--- src/rtl/piso_shift_tx.sv ---
// Parallel-in serial-out transmitter: valid/ready word load, one bit per clk out.
// Optional even-parity trailer bit when PIPO_PARITY_EN is defined.
module piso_shift_tx #(
    parameter int unsigned WIDTH     = 8,
    parameter int unsigned MSB_FIRST = 1
) (
    input  logic             clk,
    input  logic             reset,
    input  logic             load_valid,
    output logic             load_ready,
    input  logic [WIDTH-1:0] parallel_in,
    output logic             serial_out,
    output logic             serial_valid,
    output logic             frame_start,
    output logic             done
);

    localparam int unsigned CW = $clog2(WIDTH + 1);
`ifdef PIPO_PARITY_EN
    localparam int unsigned N = WIDTH + 1;
`else
    localparam int unsigned N = WIDTH;
`endif
    localparam logic [CW-1:0] LAST    = CW'(N - 1);
    localparam int unsigned   OUT_IDX = (MSB_FIRST != 0) ? WIDTH - 1 : 0;

    typedef enum logic {
        S_IDLE  = 1'b0,
        S_SHIFT = 1'b1
    } state_t;

    state_t           r_state;
    state_t           w_state_nxt;
    logic [CW-1:0]    r_cnt;
    logic [CW-1:0]    w_cnt_nxt;
    logic [WIDTH-1:0] r_shift;
    logic [WIDTH-1:0] w_shift_nxt;
    logic             r_serial_out;
    logic             r_serial_valid;
    logic             r_frame_start;
    logic             r_done;
    logic             w_last;
    logic             w_ready;
    logic             w_accept;
    logic             w_valid_nxt;
    logic             w_start_nxt;
    logic             w_done_nxt;
    logic             w_bit_nxt;
`ifdef PIPO_PARITY_EN
    logic             r_parity;
    logic             w_parity_nxt;
`endif

    // State register
    always_ff @(posedge clk or posedge reset) begin
        if (reset) begin
            r_state <= S_IDLE;
        end else begin
            r_state <= w_state_nxt;
        end
    end

    // Next state, datapath and next-cycle output values
    always_comb begin
        w_state_nxt = r_state;
        w_cnt_nxt   = r_cnt;
        w_shift_nxt = r_shift;
`ifdef PIPO_PARITY_EN
        w_parity_nxt = r_parity;
`endif
        w_last   = (r_state == S_SHIFT) && (r_cnt == LAST);
        w_ready  = (r_state == S_IDLE) || w_last;
        w_accept = load_valid && w_ready;

        if (w_accept) begin
            w_state_nxt = S_SHIFT;
            w_cnt_nxt   = '0;
            w_shift_nxt = parallel_in;
`ifdef PIPO_PARITY_EN
            w_parity_nxt = ^parallel_in;
`endif
        end else if (w_last) begin
            w_state_nxt = S_IDLE;
            w_cnt_nxt   = '0;
            w_shift_nxt = '0;
`ifdef PIPO_PARITY_EN
            w_parity_nxt = 1'b0;
`endif
        end else if (r_state == S_SHIFT) begin
            w_cnt_nxt   = r_cnt + CW'(1);
            w_shift_nxt = (MSB_FIRST != 0) ? {r_shift[WIDTH-2:0], 1'b0}
                                           : {1'b0, r_shift[WIDTH-1:1]};
        end

        w_valid_nxt = (w_state_nxt == S_SHIFT);
        w_start_nxt = w_valid_nxt && (w_cnt_nxt == '0);
        w_done_nxt  = w_valid_nxt && (w_cnt_nxt == LAST);
        w_bit_nxt   = w_valid_nxt && w_shift_nxt[OUT_IDX];
`ifdef PIPO_PARITY_EN
        // Trailer slot carries parity of the word as captured
        if (w_valid_nxt && (w_cnt_nxt == CW'(WIDTH))) begin
            w_bit_nxt = w_parity_nxt;
        end
`endif
    end

    // Datapath and registered outputs
    always_ff @(posedge clk or posedge reset) begin
        if (reset) begin
            r_cnt          <= '0;
            r_shift        <= '0;
            r_serial_out   <= 1'b0;
            r_serial_valid <= 1'b0;
            r_frame_start  <= 1'b0;
            r_done         <= 1'b0;
`ifdef PIPO_PARITY_EN
            r_parity       <= 1'b0;
`endif
        end else begin
            r_cnt          <= w_cnt_nxt;
            r_shift        <= w_shift_nxt;
            r_serial_out   <= w_bit_nxt;
            r_serial_valid <= w_valid_nxt;
            r_frame_start  <= w_start_nxt;
            r_done         <= w_done_nxt;
`ifdef PIPO_PARITY_EN
            r_parity       <= w_parity_nxt;
`endif
        end
    end

    assign load_ready   = w_ready;
    assign serial_out   = r_serial_out;
    assign serial_valid = r_serial_valid;
    assign frame_start  = r_frame_start;
    assign done         = r_done;

endmodule

--- config.mk ---
export PLATFORM = sky130hd
export DESIGN_NAME = piso_shift_tx
export DESIGN_NICKNAME = d
export VERILOG_FILES = /design/src/rtl/piso_shift_tx.sv
export SDC_FILE = /design/constraint.sdc
export NUM_CORES = 1
export LEC_CHECK = 0
export BUFFER_PORTS_ARGS = -buffer_cell sky130_fd_sc_hd__buf_2
export CORE_MARGIN = 2
export CORE_UTILIZATION = 49
export DETAILED_ROUTE_END_ITERATION = 8
export HOLD_SLACK_MARGIN = 0.06
export PLACE_DENSITY_LB_ADDON = 0.25
export SYNTH_ARGS = -nofsm -noshare
export SYNTH_HDL_FRONTEND = slang
export SYNTH_SLANG_ARGS = --single-unit
--- constraint.sdc ---
create_clock -name clk -period 2 [get_ports clk]
set_clock_uncertainty 0.15 [all_clocks]
set_input_delay 0.1 -clock clk [delete_from_list [all_inputs] [get_ports clk]]
set_output_delay 0.1 -clock clk [all_outputs]
set_load 0.02 [all_outputs]
# Word level (Yosys, flattened, before mapping)
# Cells that the tools add are included.
[op_classes]
add_sub_neg = 1
mux = 8
n_lt_le_gt_ge = 0
n_bitwise = 1
mul = 0
n_shift = 0
n_div = 0
eq_ne = 2
reduce_logical = 8
[op_table]
columns = ["operator", "count"]
rows = [
  ["$mux 8", 3],
  ["$mux 4", 3],
  ["$eq 4x3->1 const B", 2],
  ["$logic_and 1x1->1", 5],
  ["$add 4x1->4 const B", 1],
  ["$logic_not 4->1", 1],
  ["$reduce_bool 3->1", 1],
  ["$mux 1", 2],
  ["$logic_or 1x1->1", 1],
  ["$not 1->1", 1],
]
[totals]
rom_bits = 0
inputBits = 11
ram_bits = 0
memories = 0
latchBits = 0
ff_bits = 16
output_inout_bits = 5

# Depth between registers and ports, before layout
# Gate-level depths: netlist of run 1.
[logic_depth]
word_depth = 7
depth_mapped = 6
depth_no_buf = 5

# Worst setup path before layout of run 1
# Ideal clock, no wire load.
[synth_timing]
path_kind = "reg-to-reg"
start = "register r_cnt[0]"
end = "register r_shift[0]"
n_path_buf = 1
t_required_ns = 1.728
setup_time_ns = 0.122
synth_period_minus_slack_ns = 1.687
stages_incl_launch_ff = 7
slack_ns = 0.313
arrival_time_ns = 1.415
path_cell_list = "dfrtp_1 > ha_1 > nand3b_2 > and2_4 > buf_6 > inv_1 > a32o_1"
[synth_between]
elab_chain_cells = 5
elab_cells_between_ends = 7
classes_between = "1 x eq/ne; 2 x mux; 4 x reduce/logical"
[synth_rtl]
columns = ["element", "line", "text"]
rows = [
  ["start: declaration", "34", "logic [CW-1:0] r_cnt;"],
  ["start signal: assignment", "120", "r_cnt <= w_cnt_nxt;"],
  ["$eq 4x3->1 *", "71", "w_last = (r_state == S_SHIFT) && (r_cnt == LAST);"],
  ["$logic_and 1x1->1 *", "71", ""],
  ["$logic_or 1x1->1 *", "72", "w_ready = (r_state == S_IDLE) || w_last;"],
  ["via load_ready", "10", "output logic load_ready,"],
  ["$logic_and 1x1->1 *", "73", "w_accept = load_valid && w_ready;"],
  ["$reduce_bool 3->1 (no source line) or $mux 8 (tied branches)", "n/a", ""],
  ["end signal: assignment", "121", "r_shift <= w_shift_nxt;"],
  ["end: declaration", "36", "logic [WIDTH-1:0] r_shift;"],
]
# The timed path passes the listed nets; every way through them passes the cells marked *.
# A chain may end at the register's enable or synchronous reset.

# Final worst setup path of run 1
[layout_timing]
start = "register r_cnt[0]"
end = "output load_ready"
[layout_between]
elab_chain_cells = 3
[layout_rtl]
columns = ["element", "line"]
rows = [
  ["$eq 4x3->1", "71"],
  ["$logic_and 1x1->1", "71"],
  ["$logic_or 1x1->1", "72"],
  ["end: declaration", "10"],
]
# Every way passes these cells.

==> results of run 1 <==
==> synth_stat cells (all sizes together) <==
master  count
dfrtp      15
and2        7
a221o       6
inv         5
nand2       4
o21ai       4
a21oi       2
buf         2
a22o        1
a32o        1
a41o        1
clkbuf      1
ha          1
nand2b      1
nand3       1
nand3b      1
nand4       1
nor2        1
nor4b       1
o31ai       1
or2b        1
or3         1
xor2        1
==> state kept, by name, summed over array words and instances, names as in the netlist <==
register	count
r_cnt	4
frame_start	1
done	1
serial_valid	1
serial_out	1
r_shift	7
==> power groups by stage <==
stage | clock [mW] | sequential [mW] | combinational [mW]
floorplan | 0 | 0.525 | 0.323
global placement | 0 | 0.516 | 0.418
detailed placement | 0 | 0.517 | 0.431
CTS | 0.176 | 0.512 | 0.449
global route | 0.186 | 0.531 | 0.500
finish | 0.170 | 0.514 | 0.446
==> how the worst max path moves through the flow <==
| stage | from | end | slack (ns) | cells after the start |
|---|---|---|---|---|
| CTS | r_cnt[0] | load_ready | 0.09 | 5 |
| global placement | r_cnt[0] | r_shift[0] | 0.40 | 5 |
| finish | r_cnt[0] | load_ready | 0.14 | 5 |
| detailed placement | r_cnt[0] | r_shift[0] | 0.33 | 5 |
| floorplan | r_cnt[0] | r_shift[0] | 0.31 | 6 |
| global route | r_cnt[0] | load_ready | 0.02 | 5 |
==> repair_timing <==
item                                    in CTS  in global routing
hold endpoints to repair                    25                  0
resized for setup                            0                  1
endpoints found under the setup margin       0                  1
hold buffers                                10                  0
==> worst reg2reg max path: stages (launching register included) <==
cell	delay, ns
dfrtp_1	0.44
ha_2	0.27
nand3b_2	0.11
and2_4	0.20
a221o_1	0.34
==> cells by family after synthesis <==
kind of cell	synth area share
and+or+nand+nor	0.170
AOI/OAI and AO/OA	0.192
DFF	0.549
buffers and inverters	0.0568
xor gates and xnor gates	0.0128
adders and majority gates	0.0183
==> routing by layer <==
| layer | vias to the layer above | GRT usage | share of wire |
|---|---|---|---|
| met5 | - | 0 | 0 |
| met4 | 0 | 0.121 | 0.019 |
| met3 | 4 | 0.0319 | 0.043 |
| met2 | 18 | 0.297 | 0.45 |
| met1 | 254 | 0.252 | 0.49 |
| li1 | 268 | - | - |
==> layout by cell type (no fill, tap or decap), types with 3 or more instances in the layout <==
cell type      instances
dfrtp_1               15
buf_2                 15
dlygate4sd3_1         10
and2_1                 6
a221o_1                6
inv_1                  5
o21ai_0                4
nand2_1                4
clkbuf_4               3
==> cell type report <==
cell class / instances / area, um^2
clock buffers: 4 / 26.3
fillers: 105 / 415
inverters: 5 / 18.8
multi-input cells: 37 / 272
flip-flops and latches: 15 / 375
well taps: 15 / 18.8
repair buffers: 25 / 175
==> metrics by stage <==
| step | power [mW] | cells |
|---|---|---|
| 3_5_place_dp | 0.949 | 87 |
| 6_report | 1.13 | 101 |
| 4_1_cts | 1.14 | 101 |
| 2_1_floorplan | 0.848 | 60 |
| 3_3_place_gp | 0.934 | 87 |
| 5_1_grt | 1.22 | 101 |
==> qor.txt, run 1 <==
Status = complete, no violations
CP Data Arrival Time = 1.61 ns
Setup tns final = 0 ns
Clock power frac = 0.150
Max Clock Freq = 538 MHz
Area contributors post-synth = dfrtp_1 55%, a221o_1 8.8%, and2_1 5.5%
RSZ-0062 raised after global routing = no
CTS tree = built
Crit Path Max Fanout = 8
Clock sinks = 15
R2R setup slack = 0.38 ns
CP Launch Type = flop
Antenna viol nets, final = 0
Post-Syn Area per Cell = 11.4 um^2
Final Cycle Share = 0.930
Post-DR wirelength/cell = 13.2 um
Reg2reg start = r_cnt[0]
Worst-Margin Slew = 0.558 ns
Area post-placement = 757 um^2
Flops & latches, synth = 15
Worst reg-to-reg path cell count = 4
Max Slew Vio Count = 0
Peak VDD IR = 0.000690 V
Synth area leader = dfrtp_1
Wirelength, routed = 1330 um
Max cap viols = 0
Worst path bufs/invs = 2
Site Rows = 13
Die Height = 41.3 um
Fin. Hold Viols = 0
1st-iter DRT viols = 19
Core box area = 1300 um^2
Ports = 16
Diode count = 0
Yosys warning total = 0
Clock root buffer = clkbuf_4
Delay-heaviest family, CP = flip-flops
Vias = 544
RePlAce Congestion = 0.778
Yosys top cell area share = 0.549
Share of total power in sequential cells = 0.455
Final Critical Period = 1.86 ns
Vias in the first global route = 490
Die area = 1710 um^2
Layout area overhead = 29.7%
Largest net degree at the start of global routing = 16
Worst hold slack = 0.241 ns
Cell area after layout = 886 um^2
GRT Total Usage = 0.193
CP max-delay cell = dfrtp_1
NetSw = 0.421 mW
Skew-Pair Late Insertion Delay = 0.28 ns
Vias/cell = 5.39
Maximum clock path buffer count = 2
Relative max-transition margin = 0.627
Hold crit path type = input pin to async pin
Synth Instances = 60
Critical R2R Capture = r_shift[4]
H-Tree Depth = 1
Internal power = 0.708 mW
Grt ovf = 0
Die width = 41.3 um
Initial Util = 0.525
DRC = 0
Post-Syn Nets = 72
Leakage = 0.443 nW
PwrDens = 1280 nW/um^2
Worst setup margin = 0.140 ns
CP endpoint kind = output port
Seq/Total Area, Yosys = 0.549
CP peak stage delay = 0.44 ns
Net Sw Frac = 0.373
CP Class = flop to output port
Place WS = 0.327 ns
Worst path cell trace = ha_2 -> nand3b_2 -> and2_4 -> inv_1 -> buf_2
Synth Cell Area = 683 um^2
Global-route wire length before repair = 2080 um
Initial antenna violation count = 0
Port Buffers = 15
TritonCTS Buffers = 3
Worst path required time = 1.75 ns
Reg clk slew, reported paths = 0.09 ns
# setup viols final = 0
Nets@finish = 99
Synth unique cells = 26
Util after Layout = 0.681
Pre-antenna DRT Iters = 4
Combinational fraction of design power = 0.395
Share of layout cells above drive strength 1 = 0.267
Postcts setup bufs = 0
Note: power is estimated with default switching activity, not from simulation.
==> run 2: changes to the inputs <==
--- a/config.mk
+++ b/config.mk
@@ -10,7 +10,9 @@
 export CORE_UTILIZATION = 49
 export DETAILED_ROUTE_END_ITERATION = 8
 export HOLD_SLACK_MARGIN = 0.06
-export PLACE_DENSITY_LB_ADDON = 0.25
+export PLACE_DENSITY = 0.74
+export RECOVER_POWER = 100
+export SLEW_MARGIN = 20
 export SYNTH_ARGS = -nofsm -noshare
 export SYNTH_HDL_FRONTEND = slang
 export SYNTH_SLANG_ARGS = --single-unit
==> run 2 against run 1 <==
Design area down 1.3%. Register-to-register slack worse by 0.19 ns. Flip-flop and latch count unchanged. Worst setup slack better by 0.0069 ns. Die area unchanged. Sequential power about the same. Maximum frequency up 0.37%. Critical endpoint unchanged. Largest power group unchanged.
==> qor.txt, run 2 (synthesis results as in run 1) <==
Clock root buffer = clkbuf_4 (unchanged)
Status = complete, no violations (unchanged)
CP Data Arrival Time = 1.60 ns (was 1.61 ns)
Hold crit path type = input pin to async pin (unchanged)
Dpl cells = 87 (unchanged)
Max cap viols = 0 (unchanged)
RePlAce Congestion = 0.803 (was 0.778)
Initial Util = 0.525 (unchanged)
Die width = 41.3 um (unchanged)
Max Slew Vio Count = 0 (unchanged)
Non-Filler Instances = 101 (unchanged)
1st-iter DRT viols = 9 (was 19)
Relative max-transition margin = 0.587 (was 0.627)
Fin. Hold Viols = 0 (unchanged)
Vias in the first global route = 507 (was 490)
Net Sw Frac = 0.380 (was 0.373)
Diode count = 0 (unchanged)
Layout area overhead = 28.0% (was 29.7%)
Combinational fraction of design power = 0.391 (was 0.395)
CP max-delay cell = dfrtp_1 (unchanged)
Registers with the most flip-flops = r_shift (7), r_cnt (4) (unchanged)
CP Launch Type = flop (unchanged)
Leakage = 0.431 nW (was 0.443 nW)
CP endpoint kind = output port (unchanged)
GRT Total Usage = 0.199 (was 0.193)
Wirelength, routed = 1330 um (about the same)
Antenna viol nets, final = 0 (unchanged)
CP peak stage delay = 0.43 ns (was 0.44 ns)
Vias/cell = 5.36 (was 5.39)
Crit Path Max Fanout = 8 (unchanged)
TritonCTS Buffers = 3 (unchanged)
Nets@finish = 99 (unchanged)
Reg clk slew, reported paths = 0.09 ns (about the same)
Initial antenna violation count = 0 (unchanged)
Global-route wire length before repair = 2100 um (was 2080 um)
Peak VDD IR = 0.000895 V (was 0.000690 V)
Worst path bufs/invs = 2 (unchanged)
Die Height = 41.3 um (unchanged)
Setup tns final = 0 ns (unchanged)
Delay-heaviest family, CP = flip-flops (unchanged)
# setup viols final = 0 (unchanged)
RSZ-0062 raised after global routing = no (unchanged)
Clock sinks = 15 (unchanged)
Share of total power in sequential cells = 0.458 (was 0.455)
Commonest non-fill, non-tap cell in the layout = dfrtp_1
Worst path cell trace = ha_1 -> nand3b_2 -> and2_4 -> inv_1 -> clkbuf_2 (was ha_2 -> nand3b_2 -> and2_4 -> inv_1 -> buf_2)
Flip-flop count of the largest register after layout = 7 (unchanged)
Final HPWL DP = 903 um
Vias = 541 (was 544)
Max Clock Freq = 540 MHz (was 538 MHz)
Ports = 16 (unchanged)
Final Cycle Share = 0.926 (was 0.930)
Worst-Margin Slew = 0.619 ns (was 0.558 ns)
Grt ovf = 0 (unchanged)
Site Rows = 13 (unchanged)
Internal power = 0.695 mW (was 0.708 mW)
CTS tree = built (unchanged)
H-Tree Depth = 1 (unchanged)
NetSw = 0.426 mW (was 0.421 mW)
Maximum clock path buffer count = 2 (unchanged)
Port Buffers = 15 (unchanged)
Largest net degree at the start of global routing = 16 (unchanged)
Die area = 1710 um^2 (unchanged)
DRC = 0 (unchanged)
Core box area = 1300 um^2 (unchanged)
CP Class = flop to output port (unchanged)
Final Critical Period = 1.85 ns (was 1.86 ns)
Pre-antenna DRT Iters = 4 (unchanged)
Post-DR wirelength/cell = 13.1 um (was 13.2 um)
Skew-Pair Late Insertion Delay = 0.28 ns (about the same)
Worst path required time = 1.75 ns (about the same)
Share of layout cells above drive strength 1 = 0.198 (was 0.267)
PwrDens = 1280 nW/um^2 (about the same)
Layout fillers = 123 (was 105)
Most flops, register = r_shift (unchanged)
Most frequent cells in the layout = 15 x dfrtp_1, 10 x dlygate4sd3_1, 10 x buf_2, 6 x and2_1, 6 x a221o_1 (was 15 x dfrtp_1, 15 x buf_2, 10 x dlygate4sd3_1, 6 x and2_1, 6 x a221o_1)
Clock power frac = 0.151 (was 0.150)
## run 2: cell types whose count changed in the layout (fill, tap and decap cells not counted), sizes merged
| cell | previous run | this run |
|---|---|---|
| clkbuf | 4 | 9 |
| buf | 15 | 10 |
## run 2: worst paths after layout
kind | start | endpoint | slack, ns | cells past startpoint
min in group clk | r_shift[5] | r_shift[6] | 0.37 | 1
setup reg to reg | r_cnt[0] | r_shift[3] | 0.19 | 4
setup / recovery | r_cnt[0] | load_ready | 0.15 | 5
hold / removal | reset | r_shift[6] | 0.24 | 3
hold reg to reg | r_shift[5] | r_shift[6] | 0.37 | 1
max in group asynchronous | reset | r_cnt[0] | 1.09 | 3
## run 2: repair_timing
| item | 4_1_cts | 5_1_grt |
|---|---|---|
| hold buffers | 10 | 0 |
| endpoints found under the hold margin | 25 | 0 |
| setup buffers | 0 | 0 |
| gates resized for setup | 0 | 0 |
## run 2: power by group through the flow
stage                     sequential (mW)  clock (mW)  combinational (mW)
after floorplan                     0.525           0               0.323
after global placement              0.515           0               0.420
after detailed placement            0.518           0               0.428
after CTS                           0.511       0.175               0.446
after global routing                0.534       0.188               0.497
final                               0.513       0.170               0.438
## run 2: metal layers
layer  part of all wire  track usage  vias to the layer above
met5                  0            0                        -
met4              0.018        0.121                        0
met3              0.051       0.0319                        4
met2               0.46        0.309                       14
met1               0.47        0.259                      258
li1                   -            -                      265
## run 2: area by class of cell
type                    count  area [um^2]  area share
clock buffers               4         26.3      0.0300
inverters                   5         18.8      0.0215
multi-input cells          37          265       0.303
flip-flops and latches     15          375       0.429
well taps                  15         18.8      0.0215
repair buffers             25          170       0.195
## run 2: metrics by stage
step	total power, mW	utilization	area [um^2]	hold slack (ns)	setup slack (ns)
2_1_floorplan	0.848	-	683	-0.149	0.313
3_3_place_gp	0.935	0.582	757	0.0253	0.394
3_5_place_dp	0.945	0.582	757	0.0301	0.360
4_1_cts	1.13	0.679	883	0.265	0.141
5_1_grt	1.22	0.672	875	0.335	0.0274
6_report	1.12	0.672	875	0.241	0.147
## run 2: worst register-to-register path: cells and delay by family, from the launching register on
kind                     cells  cell delay (ns)
AND/OR/NAND/NOR              1             0.11
flip-flops                   1             0.43
AO/OA/AOI/OAI                2             0.79
adder cells (fa/ha/maj)      1             0.28
==> run 3: changes to the inputs <==
--- a/config.mk
+++ b/config.mk
@@ -10,7 +10,7 @@
 export CORE_UTILIZATION = 49
 export DETAILED_ROUTE_END_ITERATION = 8
 export HOLD_SLACK_MARGIN = 0.06
-export PLACE_DENSITY = 0.74
+export PLACE_DENSITY = 0.86
 export RECOVER_POWER = 100
 export SLEW_MARGIN = 20
 export SYNTH_ARGS = -nofsm -noshare
==> run 3 against run 2 <==
Non-clock buffer count is the same. Maximum frequency fell by 0.54%. Critical path type unchanged. Combinational power hardly changed.
==> qor.txt, run 3 (synthesis results as in run 1) <==
CP Launch Type = flop (unchanged)
# setup viols final = 0 (unchanged)
Hold crit path type = input pin to async pin (unchanged)
Status = complete, no violations (unchanged)
Worst path cell trace = ha_1 -> nand3b_2 -> and2_4 -> inv_1 -> clkbuf_2 (unchanged)
Most frequent cells in the layout = 15 x dfrtp_1, 10 x dlygate4sd3_1, 10 x buf_2, 6 x and2_1, 6 x a221o_1 (unchanged)
Pre-antenna DRT Iters = 4 (unchanged)
Port Buffers = 15 (unchanged)
Ports = 16 (unchanged)
Die width = 41.3 um (unchanged)
Skew-Pair Late Insertion Delay = 0.28 ns (about the same)
Most flops, register = r_shift (unchanged)
Crit Path Max Fanout = 8 (unchanged)
Commonest non-fill, non-tap cell in the layout = dfrtp_1 (unchanged)
Final HPWL DP = 871 um (was 903 um)
Final Critical Period = 1.86 ns (was 1.85 ns)
CTS resizes = 0 (unchanged)
PwrDens = 1280 nW/um^2 (about the same)
CP Class = flop to output port (unchanged)
Vias = 557 (was 541)
Max Slew Vio Count = 0 (unchanged)
Die Height = 41.3 um (unchanged)
Initial antenna violation count = 0 (unchanged)
DRC = 0 (unchanged)
Initial Util = 0.525 (unchanged)
CP max-delay cell = dfrtp_1 (unchanged)
Reg clk slew, reported paths = 0.09 ns (about the same)
CP endpoint kind = output port (unchanged)
Post-DR wirelength/cell = 13.4 um (was 13.1 um)
Share of layout cells above drive strength 1 = 0.198 (unchanged)
Maximum clock path buffer count = 2 (unchanged)
Layout area overhead = 28.0% (unchanged)
Leakage = 0.431 nW (unchanged)
Delay-heaviest family, CP = flip-flops (unchanged)
Grt ovf = 0 (unchanged)
CP peak stage delay = 0.44 ns (was 0.43 ns)
CP Data Arrival Time = 1.61 ns (was 1.60 ns)
Registers with the most flip-flops = r_shift (7), r_cnt (4) (unchanged)
Peak VDD IR = 0.000870 V (was 0.000895 V)
1st-iter DRT viols = 23 (was 9)
GRT Total Usage = 0.188 (was 0.199)
Wirelength, routed = 1360 um (was 1330 um)
Die area = 1710 um^2 (unchanged)
Clock sinks = 15 (unchanged)
Diode count = 0 (unchanged)
Largest net degree at the start of global routing = 16 (unchanged)
Worst path required time = 1.75 ns (about the same)
Final Cycle Share = 0.931 (was 0.926)
Core box area = 1300 um^2 (unchanged)
Nets@finish = 99 (unchanged)
RePlAce Congestion = 0.790 (was 0.803)
CTS tree = built (unchanged)
Max Clock Freq = 537 MHz (was 540 MHz)
Site Rows = 13 (unchanged)
Vias in the first global route = 487 (was 507)
RSZ-0062 raised after global routing = no (unchanged)
Worst path bufs/invs = 2 (unchanged)
Worst-Margin Slew = 0.617 ns (was 0.619 ns)
Relative max-transition margin = 0.589 (was 0.587)
Antenna viol nets, final = 0 (unchanged)
Worst setup margin = 0.137 ns (was 0.147 ns)
Clock root buffer = clkbuf_4 (unchanged)
Vias/cell = 5.51 (was 5.36)
Fin. Hold Viols = 0 (unchanged)
Flip-flop count of the largest register after layout = 7 (unchanged)
Design Power = 1.12 mW (about the same)
Global-route wire length before repair = 2040 um (was 2100 um)
Setup tns final = 0 ns (unchanged)
Max cap viols = 0 (unchanged)
H-Tree Depth = 1 (unchanged)
TritonCTS Buffers = 3 (unchanged)
Place WS = 0.352 ns (was 0.360 ns)
[run 3: cell counts in the layout (fill, tap and decap cells not counted)]
No cell type changed its count.
[run 3: stage by stage]
step                cell area (um^2)  hold slack [ns]   util  instances
floorplan                        683           -0.149      -         60
global placement                 757           0.0216  0.582         87
detailed placement               757           0.0268  0.582         87
CTS                              883            0.275  0.679        101
global route                     875            0.332  0.672        101
finish                           875            0.246  0.672        101
[run 3: power breakdown]
part	total [mW]	internal [mW]	switching, mW	leakage, nW
clock	0.171	0.0774	0.0936	0.0150
sequential	0.513	0.419	0.0942	0.193
combinational	0.439	0.198	0.241	0.223
[run 3: final timing paths]
path	start	to	slack (ns)	cells after the start
max	r_cnt[0]	load_ready	0.14	5
min	reset	r_shift[5]	0.25	3
max reg2reg	r_cnt[0]	r_shift[1]	0.18	4
min reg2reg	r_shift[3]	r_shift[4]	0.36	1
max in group asynchronous	reset	r_cnt[2]	1.09	3
min in group clk	r_shift[3]	r_shift[4]	0.36	1
[run 3: layer usage]
metal  global-route usage  up-vias  share of wire
met5                    0        -              0
met4               0.0726        0          0.021
met3               0.0479        6          0.062
met2                0.270       25           0.46
met1                0.273      257           0.45
li1                     -      269              -
[run 3: final cells by class]
class                   count  area [um^2]
fillers                   100          427
well taps                  15         18.8
multi-input cells          37          265
flip-flops and latches     15          375
inverters                   5         18.8
clock buffers               4         26.3
repair buffers             25          170
[run 3: worst register-to-register path: stages (launching register included)]
cell      delay [ns]
dfrtp_1         0.44
ha_1            0.28
nand3b_2        0.11
a21oi_1         0.53
a221o_1         0.26
[run 3: repair_timing]
action	4_1_cts	5_1_grt
endpoints found under the hold margin	25	0
hold buffers	10	0
buffers inserted	0	0
